--- config.mk ---
export PLATFORM = sky130hd
export DESIGN_NAME = audio_recorder
export DESIGN_NICKNAME = d
export VERILOG_FILES = /design/src/rtl/audio_recorder.sv
export SDC_FILE = /design/constraint.sdc
export NUM_CORES = 1
export LEC_CHECK = 0
export BUFFER_PORTS_ARGS = -buffer_cell sky130_fd_sc_hd__buf_4
export CORE_MARGIN = 2
export CORE_UTILIZATION = 49
export CTS_BUF_LIST = sky130_fd_sc_hd__clkbuf_2 sky130_fd_sc_hd__clkbuf_4 sky130_fd_sc_hd__clkbuf_8
export DETAILED_ROUTE_END_ITERATION = 7
export PLACE_DENSITY = 0.75
export SETUP_SLACK_MARGIN = 0.4
export SLEW_MARGIN = 20
export SYNTH_ARGS = -nofsm -noshare
export SYNTH_HDL_FRONTEND = slang
export SYNTH_SLANG_ARGS = --single-unit
--- constraint.sdc ---
create_clock -name CLOCK_50 -period 5.85 [get_ports CLOCK_50]
set_input_delay 1.17 -clock CLOCK_50 [delete_from_list [all_inputs] [get_ports CLOCK_50]]
set_output_delay 1.17 -clock CLOCK_50 [all_outputs]
set_load 0.01 [all_outputs]
--- src/rtl/audio_recorder.sv ---
// Capture path: drains the Audio_Controller input FIFO, mixes L/R to mono,
// decimates, and writes words sequentially into the shared single-port RAM.
module audio_recorder #(
    parameter int unsigned ADDR_W    = 7,
    parameter int unsigned LAST_ADDR = 99,
    parameter int unsigned DECIM     = 1
) (
    input  logic              CLOCK_50,
    input  logic              resetn,
    input  logic              start,
    input  logic              stop,
    input  logic              loop_en,
    input  logic              audio_in_available,
    input  logic [31:0]       left_channel_audio_in,
    input  logic [31:0]       right_channel_audio_in,
    output logic              read_audio_in,
    output logic [ADDR_W-1:0] ram_address,
    output logic [31:0]       ram_data,
    output logic              ram_wren,
    output logic              busy,
    output logic              done,
    output logic [ADDR_W:0]   sample_count
);

    localparam int unsigned CNT_W = 8;
    localparam logic [ADDR_W-1:0] LAST    = ADDR_W'(LAST_ADDR);
    localparam logic [ADDR_W:0]   SAT     = (ADDR_W+1)'(LAST_ADDR + 1);
    localparam logic [CNT_W-1:0]  KEEP_AT = CNT_W'(DECIM - 1);

    typedef enum logic [1:0] {
        S_IDLE   = 2'd0,
        S_RECORD = 2'd1,
        S_WRITE  = 2'd2,
        S_DONE   = 2'd3
    } state_t;

    state_t            r_state;
    logic [ADDR_W-1:0] r_wr_addr;
    logic [CNT_W-1:0]  r_decim_cnt;
    logic [31:0]       r_ram_data;
    logic              r_ram_wren;
    logic              r_busy;
    logic              r_done;
    logic [ADDR_W:0]   r_sample_count;

    logic signed [31:0] w_left_half;
    logic signed [31:0] w_right_half;
    logic [31:0]        w_mono;
    logic               w_read;
    logic               w_keep;

    // Halving each channel first means the sum can never overflow.
    assign w_left_half  = $signed(left_channel_audio_in) >>> 1;
    assign w_right_half = $signed(right_channel_audio_in) >>> 1;
    assign w_mono       = w_left_half + w_right_half;

    // Pop whenever data is present, except while the write cycle is in flight.
    assign w_read = (r_state != S_WRITE) && audio_in_available;
    assign w_keep = (r_state == S_RECORD) && w_read && (r_decim_cnt == KEEP_AT);

    assign read_audio_in = w_read;
    assign ram_address   = r_wr_addr;
    assign ram_data      = r_ram_data;
    assign ram_wren      = r_ram_wren;
    assign busy          = r_busy;
    assign done          = r_done;
    assign sample_count  = r_sample_count;

    // Recorder FSM with all visible outputs registered alongside the state.
    always_ff @(posedge CLOCK_50 or negedge resetn) begin
        if (!resetn) begin
            r_state        <= S_IDLE;
            r_wr_addr      <= '0;
            r_decim_cnt    <= '0;
            r_ram_data     <= '0;
            r_ram_wren     <= 1'b0;
            r_busy         <= 1'b0;
            r_done         <= 1'b0;
            r_sample_count <= '0;
        end else begin
            case (r_state)
                S_IDLE, S_DONE: begin
                    if (start) begin
                        r_state        <= S_RECORD;
                        r_wr_addr      <= '0;
                        r_decim_cnt    <= '0;
                        r_sample_count <= '0;
                        r_busy         <= 1'b1;
                        r_done         <= 1'b0;
                    end
                end
                S_RECORD: begin
                    if (w_keep) begin
                        r_ram_data  <= w_mono;
                        r_ram_wren  <= 1'b1;
                        r_decim_cnt <= '0;
                        r_state     <= S_WRITE;
                    end else begin
                        if (w_read) begin
                            r_decim_cnt <= r_decim_cnt + CNT_W'(1);
                        end
                        if (stop) begin
                            r_state <= S_DONE;
                            r_busy  <= 1'b0;
                            r_done  <= 1'b1;
                        end
                    end
                end
                S_WRITE: begin
                    r_ram_wren <= 1'b0;
                    if (r_sample_count != SAT) begin
                        r_sample_count <= r_sample_count + (ADDR_W+1)'(1);
                    end
                    // Stop takes priority over wrapping; the address is held on finish.
                    if (stop || ((r_wr_addr == LAST) && !loop_en)) begin
                        r_state <= S_DONE;
                        r_busy  <= 1'b0;
                        r_done  <= 1'b1;
                    end else if (r_wr_addr == LAST) begin
                        r_wr_addr <= '0;
                        r_state   <= S_RECORD;
                    end else begin
                        r_wr_addr <= r_wr_addr + ADDR_W'(1);
                        r_state   <= S_RECORD;
                    end
                end
                default: begin
                    r_state <= S_IDLE;
                    r_busy  <= 1'b0;
                    r_done  <= 1'b0;
                end
            endcase
        end
    end

endmodule

---- Word-level counts from Yosys, hierarchy flattened ----
Index checks and enable logic that the tools add are counted.
word-level totals
  input bits .............................. 70
  logic and storage cells ................. 73
  register bits ........................... 60
  output and inout port bits .............. 51
cells by class
  multiplexer cells ....................... 27
  reductions and logical operators ........ 19
  add/sub/neg operators ................... 4
  equal/unequal tests ..................... 15
operator list
  cell                                                                   number
  31-bit by 31-bit adder with 32-bit output                              1
  8-bit 2-to-1 mux                                                       4
  8-bit case mux with 2 select lines                                     2
  7-bit 2-to-1 mux                                                       3
  8-bit by 1-bit adder with 8-bit output, second input constant          2
  2-bit != test, second input constant                                   8
  7-bit case mux with 2 select lines                                     1
  1-bit 2-to-1 mux                                                       9
  3-bit AND reduction                                                    3
  8-bit zero test                                                        1
  2-bit 2-to-1 mux                                                       4
  8-bit by 7-bit != test with 1-bit output, second input constant        1
  7-bit by 1-bit adder with 7-bit output, second input constant          1
  7-bit equality test, second input constant                             1
  3-bit != test, second input constant                                   2
  1-bit case mux with 3 select lines                                     2
  2-bit case mux with 3 select lines                                     1
  2-bit AND reduction                                                    3
  2-bit nonzero test                                                     3
  2-bit equality test, second input constant                             2
  1-bit logical AND                                                      4
  4-bit AND reduction                                                    1
  2-bit by 1-bit equality test with 1-bit output, second input constant  1
  2-bit zero test                                                        1
  4 further kinds                                                        4

---- Depth between registers and ports, before layout ----
Gate-level depths: netlist (run 1).
  depth in word-level cells ............... 6
  mapped depth ............................ 9
  gate-level depth less buffers ........... 9

---- Worst setup path before layout (run 1) ----
No wires, ideal clock.
  path type ............................... in2reg
  from .................................... in left_channel_audio_in[1]
  to ...................................... reg r_ram_data[20] (netlist: ram_data[20])
  required time ........................... 5.724 ns
  setup time .............................. 0.126 ns
  setup slack ............................. 2.777 ns
  stages on the path ...................... 9
  arrival ................................. 2.947 ns
  path buffers ............................ 0
  cell sequence ........................... ha_1 fa_1 a211oi_2 o21ai_2 nand4_1 nand2_1 a21oi_2 o21ai_0 a221o_1
between the ends
  cells in the longest elaborated chain, start to end .. 1
ends and longest elaborated chain
  what                                       RTL line  RTL
  start, declared                            14        input logic [31:0] left_channel_audio_in,
  31-bit by 31-bit adder with 32-bit output  55        assign w_mono = w_left_half + w_right_half;
  end signal, assigned                       94        r_ram_data <= w_mono;
  end, declared                              40        logic [31:0] r_ram_data;
No other way between the ends.
A chain may end at the register's enable or synchronous reset.

---- Worst setup path after layout (run 1) ----
Ends and elaborated chain as after synthesis.

==> results.json, run 1 <==
{
  "status": "finished clean",
  "grtUsageMet3_pct": 3.27,
  "numCtsBuffers": 9,
  "worstSetupStartpointType": "primary input",
  "min_to": "ram_data[9]$_DFFE_PN0N_",
  "core_region_area_sq_mm": 0.00911,
  "setup_viol": 0,
  "synth-edff-count": 0,
  "final_hold_viol_count": 0,
  "max_cap_violations": 0,
  "timing.fmax_mhz": 326,
  "clk_latency_ps": 330,
  "dieHeight_microns": 100,
  "track_usage_pct": 22.9,
  "root_buffer": "clkbuf_8",
  "fin_crit_sh_pct": 52.5,
  "powerDensity_mw_per_mm2": 347,
  "grt_pass1_vias": 4304,
  "cts_hold_buf": 0,
  "syn2layout_area_growth_pct": 24.0,
  "syn_inst": 552,
  "first_iter_violations": 200,
  "yosysWarnings": 0,
  "dr.pass1.iters": 5,
  "detail_route.wl_per_cell_microns": 14.7,
  "grt_pass1_wl_microns": 19100,
  "hp-start": "ram_data[9]$_DFFE_PN0N_",
  "place_congestion": 0.889,
  "rsz0062_at_grt": "no",
  "vdd_drop_max_uv": 131,
  "die_w_microns": 100,
  "grt_max_degree": 69,
  "viasPerCell": 5.82,
  "crit_type": "in -> reg",
  "crit_required_ps": 6050,
  "htreeDepth": 3,
  "num_rows": 35,
  "reg2reg_to": "busy$_DFFE_PN0P_",
  "synth_seq_cells": 60,
  "fin_cells": 772,
  "busiest_layer": "met2",
  "final.setup.tns_ps": 0,
  "hp-class": "reg -> reg",
  "cp-startpoint": "left_channel_audio_in[1]",
  "post_cts_buffers": 0,
  "final_core_util_pct": 61.8,
  "routed_wl_microns": 11300,
  "grt.overflow.total": 0,
  "syn_area_sq_mm": 0.00454,
  "relSlewSlack_pct": 45.8,
  "rr_startpoint": "r_state[1]$_DFFE_PN0P_",
  "vias": 4495,
  "clock_sinks": 60,
  "power_leakage_nw": 2.67,
  "ys_seq_area_share_pct": 33.1,
  "setup_ws_ps": 2780,
  "route.detailed.drc": 0,
  "synth_cell_types": 60,
  "r2r_slack_ps": 3140,
  "syn_avg_cell_area_sq_um": 8.23,
  "tightest_slew_ps": 814,
  "synthFlopType": "dfrtp_1",
  "placed_cells": 756,
  "syn_nets": 661,
  "ios": 121,
  "cp_max_fo": 4,
  "cts_tree": "built",
  "cts_buffer_depth": 2,
  "start_util_pct": 49.9,
  "die-area_sq_mm": 0.0101,
  "reg2reg_depth": 7,
  "met2_usage_pct": 40.1,
  "drv_slew": 0,
  "async_reset_ff_share_pct": 100,
  "worstPathArrival_ps": 3270,
  "drive_gt1_share_pct": 22.2,
  "antenna_found_initial": 0,
  "skew_ps": 13.6,
  "cp-end-kind": "register",
  "io_buffers": 118,
  "path_clk_slew_ps": 70,
  "holdPathStages": 2,
  "period_needed_ps": 3070,
  "post-place-ws_ps": 2440,
  "nets": 765,
  "ant_nets": 0,
  "post_cts_resized": 0,
  "antennaDiodeCount": 0,
  "use_met1_pct": 30.0,
  "place_hpwl_microns": 8660
}
==> layer usage <==
layer  vias up  share of wire [%]
li1       2226                  -
met1      2122                 46
met2       137                 49
met3        10                4.2
met4         0                1.3
met5         -                  0
==> worst max-delay path: stages <==
cell and delay [ps]:
buf_4 110, ha_1 210, fa_1 430, a211oi_2 310
o21ai_2 140, nand4_1 160, nand2_1 110, a21oi_2 230
o21ai_0 110, a221o_1 290
==> report_power, final <==
group,switching [mW],internal (mW)
clock,0.167,0.163
sequential,0.0871,0.554
combinational,0.568,0.414
==> synthesized netlist by cell type (all sizes together) (3+ instances only) <==
cell type,count,share of area (%)
ha,38,10
a31oi,4,0.55
o21ai,67,7.5
and3,12,1.7
o21a,6,0.99
a21o,19,3.2
a211o,3,0.58
mux2i,3,0.66
inv,16,1.3
xnor2,11,2.1
nor2,34,2.8
nor2b,6,0.83
nand4,18,2.5
xor2,8,1.5
or3,5,0.69
a211oi,6,1.4
buf,10,1.3
clkbuf,16,1.3
o31ai,11,1.8
o211ai,4,0.66
nand3,17,1.9
o21bai,5,0.83
nor3,12,1.3
dfrtp,60,33
o41ai,3,0.74
nand2b,7,0.96
a21oi,39,4.4
nand2,81,6.7
==> how the worst max path moves through the flow <==
stage / slack [ps] / endpoint
2_1_floorplan: 2780 / ram_data[20]$_DFFE_PN0N_
3_3_place_gp: 2470 / ram_data[28]$_DFFE_PN0N_
3_5_place_dp: 2440 / ram_data[28]$_DFFE_PN0N_
4_1_cts: 2780 / ram_data[28]$_DFFE_PN0N_
5_1_grt: 2490 / ram_data[28]$_DFFE_PN0N_
6_report: 2780 / ram_data[20]$_DFFE_PN0N_
==> flip-flops by register name, indices dropped and copies added, names as in the netlist <==
signal,count
ram_wren,1
ram_data,32
r_decim_cnt,8
done,1
sample_count,8
busy,1
r_state,2
ram_address,7
==> cells by family (layout without fill, tap and decap cells) <==
group / Yosys count / count (layout) / synth area share, %
AO/OA/AOI/OAI: 181 / 181 / 25.6
XOR/XNOR: 19 / 19 / 3.66
adder cells (fa/ha/maj): 39 / 39 / 10.9
buffers and inverters: 43 / 152 / 4.08
flip-flops: 60 / 60 / 33.1
multiplexers: 4 / 4 / 0.909
AND/OR/NAND/NOR: 206 / 206 / 21.8
==> per-stage QoR <==
stage               power, mW  hold slack (ps)  area [sq um]
finish                   1.95              482          5630
global route             2.10              508          5630
CTS                      1.96              488          5630
detailed placement       1.63              471          5450
global placement         1.59              466          5450
floorplan                1.25              453          4540
==> final cells by class <==
| type | count | area, sq um |
|---|---|---|
| multi-input combinational | 449 | 2860 |
| sequential | 60 | 1500 |
| clock inverter | 6 | 40.0 |
| timing repair buffer | 119 | 893 |
| inverter | 17 | 63.8 |
| fill | 831 | 3480 |
| tap | 111 | 139 |
| clock buffer | 10 | 138 |
==> layout by cell type (no fill, tap or decap), types with 7 or more instances in the layout <==
cell      count
buf_4       119
nand2_1      81
o21ai_0      62
dfrtp_1      60
a21oi_1      38
ha_1         38
nor2_1       34
nand4_1      18
a21o_1       18
nand3_1      17
inv_1        16
and3_1       12
nor3_1       12
o31ai_1      11
xnor2_1      11
clkbuf_8     10
xor2_1        8
nand2b_1      7
Note: power is estimated with default switching activity, not from simulation.
==> run 2: changes to the inputs <==
==> constraint.sdc (replaced) <==
create_clock -name CLOCK_50 -period 3.2 [get_ports CLOCK_50]
set_input_delay 0.64 -clock CLOCK_50 [delete_from_list [all_inputs] [get_ports CLOCK_50]]
set_output_delay 0.64 -clock CLOCK_50 [all_outputs]
set_load 0.01 [all_outputs]
==> run 2 against run 1 <==
  * Die area is the same
  * Total power rose by 98%
  * Combinational power rose by 85%
  * Clock power rose to 2.6 times the previous value
  * Routed wire length grew 4.3%
  * Hold slack worse by 110 ps
  * Global-route usage is 1.4 points higher
  * Cell count increased by 0.52%
  * Utilization is 1.2 points higher
  * Flip-flop and latch count stayed put
  * Count of clock-buffer cells in the layout up 2
==> results.json, run 2 (synthesized netlist as in run 1, its figures left out) <==
{
  "cp-end-kind": "register",
  "antennaDiodeCount": 0,
  "drive_gt1_share_pct": 22.7,
  "vias": 4560,
  "hp-class": "in -> async",
  "powerDensity_mw_per_mm2": 673,
  "vdd_drop_max_uv": 371,
  "final_hold_viol_count": 0,
  "final.setup.tns_ps": 0,
  "cp_max_fo": 4,
  "power_leakage_nw": 2.74,
  "antenna_found_initial": 0,
  "grt_max_degree": 61,
  "die_w_microns": 100,
  "ant_nets": 0,
  "track_usage_pct": 24.3,
  "core_region_area_sq_mm": 0.00911,
  "num_rows": 35,
  "grt.overflow.total": 0,
  "relSlewSlack_pct": 50.2,
  "crit_type": "in -> reg",
  "cts_buffer_depth": 2,
  "seqPwrFrac_pct": 30.5,
  "detail_route.wl_per_cell_microns": 15.2,
  "multi_input_area_sq_mm": 0.00286,
  "fin_total_pwr_mw": 3.86,
  "viasPerCell": 5.88,
  "timing.fmax_mhz": 391,
  "max_cap_violations": 0,
  "path_clk_slew_ps": 70,
  "skew_ps": 11.7,
  "fin_hold_ws_ps": 370,
  "rsz0062_at_grt": "no",
  "route.detailed.drc": 0,
  "die-area_sq_mm": 0.0101,
  "syn2layout_area_growth_pct": 26.3,
  "worstSetupStartpointType": "primary input",
  "post_cts_buffers": 0,
  "io_buffers": 118,
  "ios": 121,
  "grt_pass1_vias": 4476,
  "status": "finished clean",
  "layout_commonest_cell": "buf_4",
  "post_cts_resized": 0,
  "r2r_slack_ps": 720,
  "num-fill-cells": 804,
  "swShare_pct": 39.0,
  "place_congestion": 0.884,
  "tightest_slew_ps": 747,
  "fin_crit_sh_pct": 80.0,
  "numCtsBuffers": 9,
  "dieHeight_microns": 100,
  "setup_viol": 0,
  "drv_slew": 0,
  "crit_required_ps": 3460,
  "first_iter_violations": 252,
  "start_util_pct": 49.9,
  "routed_wl_microns": 11800,
  "htreeDepth": 3,
  "dr.pass1.iters": 4,
  "cts_hold_buf": 0,
  "period_needed_ps": 2560,
  "ff_latch_area_sq_mm": 0.00150,
  "worstPathArrival_ps": 2820,
  "place_hpwl_microns": 8930,
  "combPwrFrac_pct": 47.1,
  "root_buffer": "clkbuf_8",
  "final_cell_mix": "buf_4 (123), nand2_1 (81), o21ai_0 (62)",
  "clockPowerShare_pct": 22.4,
  "grt_pass1_wl_microns": 20100,
  "largest_reg_flops": 32,
  "cts_tree": "built",
  "clk_latency_ps": 340,
  "p_switching_mw": 1.51,
  "clock_sinks": 60,
  "nets": 769,
  "p_int_mw": 2.35
}
-- run 2: path summary, 6_finish.rpt --
kind | from | end | cells past startpoint
hold reg to reg | ram_data[9]$_DFFE_PN0N_ | ram_data[9]$_DFFE_PN0N_ | 2
min in group CLOCK_50 | ram_data[9]$_DFFE_PN0N_ | ram_data[9]$_DFFE_PN0N_ | 2
setup / recovery | left_channel_audio_in[1] | ram_data[28]$_DFFE_PN0N_ | 10
hold / removal | resetn | ram_address[3]$_DFFE_PN0P_ | 1
max in group asynchronous | resetn | ram_data[25]$_DFFE_PN0N_ | 1
setup reg to reg | r_state[0]$_DFFE_PN0P_ | sample_count[7]$_DFFE_PN0P_ | 8
-- run 2: metrics by stage --
step | instances | cell area [sq um] | utilization [%] | setup slack (ps)
floorplan | 552 | 4540 | - | 657
global placement | 760 | 5480 | 60.2 | 385
detailed placement | 760 | 5480 | 60.2 | 318
CTS | 776 | 5740 | 63.0 | 670
global route | 776 | 5740 | 63.0 | 429
finish | 776 | 5740 | 63.0 | 640
-- run 2: cell type report --
cell class,instances,area share [%]
multi-input combinational,449,49.8
sequential,60,26.2
timing repair buffer,123,16.1
clock buffer,12,2.77
tap,111,2.42
clock inverter,4,1.66
inverter,17,1.11
-- run 2: critical path, cell delays in order --
cell	delay [ps]
buf_4	110
ha_1	210
fa_1	430
a211oi_2	310
o21ai_2	130
nand4_1	170
a211oi_2	120
nor4b_1	380
o21ai_0	150
a31oi_1	170
-- run 2: layer usage --
metal	part of all wire, %	routed length, microns	vias to the layer above	global-route usage [%]
met3	4.8	566	29	2.65
met1	44	5190	2140	31.2
li1	-	-	2239	-
met4	2.7	323	0	10.1
met5	0	0	-	0
met2	49	5750	152	41.6
-- run 2: power by group through the flow --
stage / Clock (mW) / Combinational [mW] / Sequential (mW)
global placement: 0 / 1.75 / 1.18
global route: 0.902 / 2.03 / 1.21
finish: 0.865 / 1.82 / 1.18
CTS: 0.871 / 1.83 / 1.18
detailed placement: 0 / 1.82 / 1.19
floorplan: 0 / 1.03 / 1.26
